$ cat src/rtl/gpio_bank.sv
// gpio_bank: parametrised GPIO port for the RISC5 I/O space.
// Provides output latch with atomic set/clear, drive enables, two-flop input
// synchronisation, per-bit edge interrupts with mask and W1C pending bits.
// Optional input debounce is built when GPIO_DEBOUNCE_EN is defined.
module gpio_bank #(
  parameter int unsigned WIDTH     = 8,
  parameter int unsigned DB_CYCLES = 16
) (
  input  logic             clk,
  input  logic             rst,
  input  logic             sel,
  input  logic [2:0]       regadr,
  input  logic             wr,
  input  logic             rd,
  input  logic [31:0]      wdata,
  output logic [31:0]      rdata,
  input  logic [WIDTH-1:0] gpin,
  output logic [WIDTH-1:0] gpout,
  output logic [WIDTH-1:0] gpoe,
  output logic             irq
);

  localparam logic [2:0] A_DATA  = 3'd0;
  localparam logic [2:0] A_DIR   = 3'd1;
  localparam logic [2:0] A_SET   = 3'd2;
  localparam logic [2:0] A_CLR   = 3'd3;
  localparam logic [2:0] A_IMASK = 3'd4;
  localparam logic [2:0] A_IPEND = 3'd5;
  localparam logic [2:0] A_IEDGE = 3'd6;
  localparam logic [2:0] A_OUT   = 3'd7;

  logic [WIDTH-1:0] r_out;
  logic [WIDTH-1:0] r_dir;
  logic [WIDTH-1:0] r_imask;
  logic [WIDTH-1:0] r_ipend;
  logic [WIDTH-1:0] r_iedge;
  logic [WIDTH-1:0] r_s1;
  logic [WIDTH-1:0] r_s2;
  logic [WIDTH-1:0] r_fprev;

  logic             w_we;
  logic [WIDTH-1:0] w_wd;
  logic [WIDTH-1:0] w_f;
  logic [WIDTH-1:0] w_rise;
  logic [WIDTH-1:0] w_fall;
  logic [WIDTH-1:0] w_event;
  logic [WIDTH-1:0] w_clr;
  logic             w_unused;

  assign w_we     = sel & wr;
  assign w_wd     = wdata[WIDTH-1:0];
  // Read strobe and upper write bits carry no function here.
  assign w_unused = ^{rd, wdata, DB_CYCLES};

  // Software-visible control registers: OUT (incl. set/clear), DIR, IMASK, IEDGE.
  always_ff @(posedge clk or negedge rst) begin
    if (!rst) begin
      r_out   <= '0;
      r_dir   <= '0;
      r_imask <= '0;
      r_iedge <= '0;
    end else if (w_we) begin
      case (regadr)
        A_DATA:  r_out   <= w_wd;
        A_DIR:   r_dir   <= w_wd;
        A_SET:   r_out   <= r_out | w_wd;
        A_CLR:   r_out   <= r_out & ~w_wd;
        A_IMASK: r_imask <= w_wd;
        A_IEDGE: r_iedge <= w_wd;
        default: ;
      endcase
    end
  end

  // Two-flop synchroniser plus previous filtered value for edge detection.
  always_ff @(posedge clk or negedge rst) begin
    if (!rst) begin
      r_s1    <= '0;
      r_s2    <= '0;
      r_fprev <= '0;
    end else begin
      r_s1    <= gpin;
      r_s2    <= r_s1;
      r_fprev <= w_f;
    end
  end

`ifdef GPIO_DEBOUNCE_EN
  localparam int unsigned CNT_W = $clog2(DB_CYCLES);

  logic [WIDTH-1:0] r_f;
  logic [CNT_W-1:0] r_cnt [WIDTH];

  // Per-bit debounce: f follows s2 only after it has differed for DB_CYCLES cycles.
  always_ff @(posedge clk or negedge rst) begin
    if (!rst) begin
      r_f <= '0;
      for (int i = 0; i < int'(WIDTH); i++) r_cnt[i] <= '0;
    end else begin
      for (int i = 0; i < int'(WIDTH); i++) begin
        if (r_s2[i] == r_f[i]) begin
          r_cnt[i] <= '0;
        end else if (r_cnt[i] == CNT_W'(DB_CYCLES - 1)) begin
          r_f[i]   <= r_s2[i];
          r_cnt[i] <= '0;
        end else begin
          r_cnt[i] <= r_cnt[i] + CNT_W'(1);
        end
      end
    end
  end

  assign w_f = r_f;
`else
  // Without debounce the filtered value is the synchroniser output itself.
  assign w_f = r_s2;
`endif

  assign w_rise  = w_f & ~r_fprev;
  assign w_fall  = ~w_f & r_fprev;
  assign w_event = (w_rise & ~r_iedge) | (w_fall & r_iedge);
  assign w_clr   = (w_we && (regadr == A_IPEND)) ? w_wd : '0;

  // Pending bits: edge events set, IPEND write-1 clears; a same-cycle set wins.
  always_ff @(posedge clk or negedge rst) begin
    if (!rst) begin
      r_ipend <= '0;
    end else begin
      r_ipend <= (r_ipend & ~w_clr) | w_event;
    end
  end

  // Combinational read mux, zero-extended to 32 bits.
  always_comb begin
    rdata = '0;
    case (regadr)
      A_DATA:  rdata = 32'(w_f);
      A_DIR:   rdata = 32'(r_dir);
      A_IMASK: rdata = 32'(r_imask);
      A_IPEND: rdata = 32'(r_ipend);
      A_IEDGE: rdata = 32'(r_iedge);
      A_OUT:   rdata = 32'(r_out);
      default: rdata = '0;
    endcase
  end

  assign gpout = r_out;
  assign gpoe  = r_dir;
  assign irq   = |(r_ipend & r_imask);

endmodule
$ cat config.mk
export PLATFORM = sky130hd
export DESIGN_NAME = gpio_bank
export DESIGN_NICKNAME = d
export VERILOG_FILES = /design/src/rtl/gpio_bank.sv
export SDC_FILE = /design/constraint.sdc
export NUM_CORES = 1
export LEC_CHECK = 0
export CAP_MARGIN = 0
export CORE_MARGIN = 3
export CORE_UTILIZATION = 45
export DETAILED_ROUTE_END_ITERATION = 8
export HOLD_SLACK_MARGIN = 0.05
export PLACE_DENSITY_LB_ADDON = 0.3
export SETUP_SLACK_MARGIN = 0.5
export SLEW_MARGIN = 25
export SYNTH_ARGS = -nofsm -noshare
export SYNTH_HDL_FRONTEND = slang
export SYNTH_SLANG_ARGS = --single-unit
$ cat constraint.sdc
create_clock -name clk -period 1.85 [get_ports clk]
set_input_delay 0.2775 -clock clk [delete_from_list [all_inputs] [get_ports clk]]
set_output_delay 0.2775 -clock clk [all_outputs]
set_load 0.05 [all_outputs]
==> results of run 1 <==
-- cells by family (layout without fill, tap and decap cells) --
family / count (synthesis) / count (layout)
XOR/XNOR: 1 / 1
flip-flops: 64 / 64
buffers and inverters: 53 / 143
AND/OR/NAND/NOR: 47 / 47
AO/OA/AOI/OAI: 49 / 49
multiplexers: 43 / 43
other: 1 / 24
-- report_power, final --
part / switching [mW] / internal (mW)
Sequential: 0.198 / 1.61
Clock: 0.571 / 0.523
Combinational: 0.934 / 0.776
Total: 1.70 / 2.91
-- synth_stat cells, types with 2 or more instances --
library cell and instances:
dfrtp_1 64, buf_4 26, mux2_2 23, inv_1 17, o22ai_1 16, nand3_1 13
mux2i_1 12, nand2_1 11, nand2b_1 10, a211oi_1 8, a21o_1 8, mux2_4 8
a22oi_1 7, buf_6 4, o221ai_1 4, buf_2 3, o211ai_1 3, and3b_1 2
nand4_1 2, nor2b_1 2, o21ai_0 2, or2_2 2
-- routing by layer --
layer | vias up | wire length [microns] | GRT usage
li1 | 1089 | - | -
met1 | 1220 | 3292 | 0.2704
met2 | 82 | 4167 | 0.3590
met3 | 16 | 431 | 0.05400
met4 | 0 | 162 | 0.08929
met5 | - | 0 | 0
-- final cells by class --
type | instances | area [sq um]
clock buffer | 10 | 137.6
inverter | 17 | 63.81
multi-input combinational | 164 | 1518
fill | 435 | 1867
clock inverter | 6 | 43.79
tap | 77 | 96.34
timing repair buffer | 110 | 1162
sequential | 64 | 1607
-- how the worst max path moves through the flow --
stage	cells after the start	endpoint	slack, ns
after floorplan	5	rdata[0]	-0.002
after global placement	7	gpoe[3]$_DFFE_PN0P_	-0.23
after detailed placement	7	gpoe[3]$_DFFE_PN0P_	-0.25
after CTS	4	rdata[0]	-0.03
after global routing	4	rdata[0]	-0.006
final	4	rdata[0]	0.06
-- repair_timing --
action                                  4_1_cts  5_1_grt
endpoints found under the hold margin        15        0
gates cloned                                  1        0
resized for setup                           121       30
pin swaps                                    13       12
hold buffers                                  1        0
endpoints found under the setup margin       57       35
setup buffers                                15       14
-- critical path: cells and delay by family, from the launching register on --
family                 cells  cell delay [ns]
DFF                        1             0.40
muxes                      1             0.28
AOI/OAI and AO/OA          2             0.27
buffers and inverters      1             0.21
-- stage by stage --
stage | hold slack (ns) | instances | power [mW] | setup WS, ns | util
floorplan | -0.01809 | 281 | 2.757 | -0.002246 | -
global placement | 0.2424 | 401 | 3.208 | -0.2262 | 0.5956
detailed placement | 0.2447 | 401 | 3.233 | -0.2460 | 0.5956
CTS | 0.3428 | 434 | 4.506 | -0.02936 | 0.6862
global route | 0.3491 | 448 | 4.812 | -0.005696 | 0.7126
finish | 0.3529 | 448 | 4.610 | 0.06046 | 0.7126
-- flip-flops by register name (all words and copies together), names as in the netlist --
register / count
r_s2: 8
r_ipend: 8
gpout: 8
r_imask: 8
r_fprev: 8
gpoe: 8
r_iedge: 8
r_s1: 8
==> results.cfg, run 1 <==
[run_status]
status = finished, final reports clean

[drt]
drc = 0
firstDrtPassIters = 4
viasPerCell = 5.373
finalWirelength_microns = 8053
drtIter0Drc = 111
vias = 2407
ant_nets = 0
wl_per_cell_microns = 17.98

[logic_synthesis]
synthCells = 258
synthArstFlopShare = 1.000
yosys.area.top_type = dfrtp_1
ys_seq_elements = 64
synth_area_leaders = dfrtp_1 52%, mux2_2 8.4%, buf_4 6.3%
synth_largest_type_area_fraction = 0.5205
synthSimpleGateAreaFrac = 0.09150
yosys_warnings = 0
synth_edf_count = 0
ys_seq_area_frac = 0.5205
synth_top_family_by_area = multiplexers
synth_compound_area_frac = 0.1139
synth_mux_area_frac = 0.1623
synth_xor_area_frac = 0.002847
netlist-cell-type-count = 33
synth_fa_ha_area_frac = 0
synth_area_sq_mm = 0.003077
ys.flop_type = dfrtp_1
avgSynthCellArea_sq_um = 11.93

[clock_tree]
cts_num_sinks = 64
cts-buffers-inserted = 9
clock_path_buffers = 2
clkTransAtPathRegs_ns = 0.07
clock_latency_ns = 0.35
cts_max_level = 3
clockRootBuffer = clkbuf_8
cts_tree = yes

[min_path]
worstHoldPathCells = 0
hold_path_startpoint = r_s1[5]$_DFF_PN0_
hold_path.class = register to register
worstHoldEndpoint = r_s2[5]$_DFF_PN0_

[timing]
min_period_ns = 1.790
maxSlewViolCount = 0
worstMarginPinSlew_ns = 0.5012
max_freq_mhz = 558.8
setup_viol = 0
clock_skew_ns = 0.007887
setup_tns_ns = 0
maxSlewHeadroom = 0.6656
rsz0062_at_grt = yes
hold_viol_final = 0
period_share = 0.9673

[global_route]
grt_pass1_wl_microns = 12480
antenna_found_initial = 0
grt_pass1_vias = 2401
grt_use_total = 0.2167
grt_max_degree = 30
gr-total-overflow = 0

[floorplan]
die_x_microns = 88.69
ios = 97
fp.dieArea_sq_mm = 0.007865
core_sq_mm = 0.006495
start_util = 0.4737
die_h_microns = 88.69
num_rows = 29

[final_layout]
stdcell_area_sq_mm = 0.004628
layout_common_cells = 60 x dfrtp_1, 41 x buf_4, 31 x mux2_4, 24 x conb_1, 19 x buf_6
final_common_cell = dfrtp_1
drive_gt1_frac = 0.4609
syn2layout_area_growth_pct = 50.43
insertedDiodeCount = 0
finalNetCount = 414

[critical_path]
cp_max_fo = 2
timing.rr.end = gpoe[2]$_DFFE_PN0P_
required_ns = 1.57
crit_chain = mux2_4 > a22oi_2 > o211ai_1 > clkbuf_16
r2r_cells = 4
critPathKind = register to output port
timing.rr.start = gpoe[2]$_DFFE_PN0P_
critPathArrivalTime_ns = 1.51
slowest_stage = dfrtp_1
rrSetupSlack_ns = 0.74
cp_slowest_stage_delay_ns = 0.40
endpoint_kind = output port
cp-startpoint = gpoe[0]$_DFFE_PN0P_
startpoint_type = register

[pwr]
power_leakage_nw = 2.106
peakVddDrop_v = 0.0005916
p_per_area_mw_per_mm2 = 996.1

[place]
gp_congestion = 0.8247
place_area_sq_mm = 0.003869
io_buffers = 47
dpl.hpwl_microns = 5010

[flow_run]
max-cap-violations = 0
No activity file was read; power rests on OpenSTA's default activity.
==> run 2: changes to the inputs <==
Settings changed: CORE_UTILIZATION 45 to 40.
==> results.cfg, run 2 (synthesis results as in run 1) <==
[timing]
clock_skew_ns = 0.003317
setup_viol = 0
maxSlewViolCount = 0
whs_ns = 0.3427
max_freq_mhz = 565.0
period_share = 0.9568
hold_viol_final = 0
rsz0062_at_grt = yes
min_period_ns = 1.770

[final_layout]
insertedDiodeCount = 0
drive_gt1_frac = 0.4486
final_common_cell = dfrtp_1
layout_common_cells = 60 x dfrtp_1, 54 x buf_4, 24 x conb_1, 21 x mux2_4, 17 x inv_1
n_fill_cell = 579
syn2layout_area_growth_pct = 47.30
finalNetCount = 413

[global_route]
grt_use_total = 0.1942
grt_max_degree = 65
grt_pass1_wl_microns = 12730
gr-total-overflow = 0
grt_pass1_vias = 2396
antenna_found_initial = 0

[drt]
vias = 2336
firstDrtPassIters = 4
drc = 0
finalWirelength_microns = 7955
viasPerCell = 4.981
drtIter0Drc = 127
ant_nets = 0
wl_per_cell_microns = 16.96

[pwr]
p_total_mw = 4.557
peakVddDrop_v = 0.0004853
p_per_area_mw_per_mm2 = 1005
power_leakage_nw = 2.050

[clock_tree]
clock_path_buffers = 2
clock_latency_ns = 0.34
cts_num_sinks = 64
cts_max_level = 3
cts-buffers-inserted = 9
cts_tree = yes
clockRootBuffer = clkbuf_8
clkTransAtPathRegs_ns = 0.06

[critical_path]
critPathBufInv = 1
crit_chain = mux2_4 > a22oi_2 > o211ai_1 > clkbuf_16
cp_max_fo = 2
critPathArrivalTime_ns = 1.49
cp_slowest_stage_delay_ns = 0.38
endpoint_kind = output port
slowest_stage = dfrtp_1
required_ns = 1.57
startpoint_type = register
critPathKind = register to output port
cp_top_family = flip-flops

[floorplan]
die_x_microns = 93.70
fp.dieArea_sq_mm = 0.008780
die_h_microns = 93.70
core_sq_mm = 0.007370
start_util = 0.4175
num_rows = 31
ios = 97

[place]
dpl.hpwl_microns = 5145
io_buffers = 47
gp_congestion = 0.8173

[run_status]
status = finished, final reports clean

[min_path]
hold_path.class = register to register

[flow_run]
max-cap-violations = 0
## run 2: cell types whose count changed in the layout (fill, tap and decap cells not counted), moves of 5 or more
cell and delta:
mux2_4 -10, buf_2 -5, clkbuf_1 +5, mux2i_2 +5, mux2_2 +10, buf_4 +13, buf_6 -5
## run 2: worst reg2reg max path: cells and delay by family (launching register included)
family | cells | cell delay (ns)
compound gates | 2 | 0.24
buf+inv | 2 | 0.27
flops | 1 | 0.38
simple gates | 1 | 0.06
## run 2: worst paths after layout
kind                                   startpoint                     end  slack [ns]  cells past startpoint
max                           gpoe[0]$_DFFE_PN0P_                rdata[0]        0.08                      4
min                             r_s1[2]$_DFF_PN0_       r_s2[2]$_DFF_PN0_        0.34                      0
max reg2reg                r_iedge[5]$_DFFE_PN0P_    r_ipend[5]$_DFF_PN0_        0.81                      5
min reg2reg                     r_s1[2]$_DFF_PN0_       r_s2[2]$_DFF_PN0_        0.34                      0
max in group asynchronous                     rst    gpout[7]$_DFFE_PN0P_        1.11                      3
min in group asynchronous                     rst  r_imask[6]$_DFFE_PN0P_        0.47                      3
## run 2: cell type report
| class | instances | area [sq um] | area share |
|---|---|---|---|
| sequential | 64 | 1607 | 0.3545 |
| multi-input combinational | 164 | 1475 | 0.3255 |
| timing repair buffer | 109 | 1101 | 0.2430 |
| clock buffer | 15 | 156.4 | 0.03451 |
| tap | 99 | 123.9 | 0.02733 |
| inverter | 17 | 63.81 | 0.01408 |
| clock inverter | 1 | 5.005 | 0.001104 |
## run 2: what timing repair did
| action | CTS | global route |
|---|---|---|
| resized for setup | 81 | 22 |
| buffers inserted | 25 | 6 |
| endpoints found under the hold margin | 64 | 0 |
| cloned | 1 | 0 |
| pin swaps | 12 | 7 |
| endpoints found under the setup margin | 54 | 20 |
| hold buffers | 1 | 0 |
## run 2: power by group
part           internal (mW)  leakage (nW)  switching, mW
combinational          0.787          1.23          0.936
clock                  0.524        0.0817          0.516
sequential              1.61         0.738          0.185
total                   2.92          2.05           1.64
## run 2: routing by layer
| metal | part of all wire | global-route usage |
|---|---|---|
| met3 | 0.048 | 0.04567 |
| met4 | 0.021 | 0.08544 |
| met2 | 0.49 | 0.3004 |
| met5 | 0 | 0 |
| met1 | 0.44 | 0.2600 |
## run 2: stage by stage
stage	setup TNS [ns]	worst slack, ns	cells	utilization	area, sq um
2_1_floorplan	-0.002246	-0.002246	281	-	3264
3_3_place_gp	-4.728	-0.2511	420	0.5256	3874
3_5_place_dp	-4.936	-0.2631	420	0.5256	3874
4_1_cts	-0.004406	-0.004406	463	0.6008	4428
5_1_grt	-0.009572	-0.009572	469	0.6149	4532
6_report	0	0.07999	469	0.6149	4532
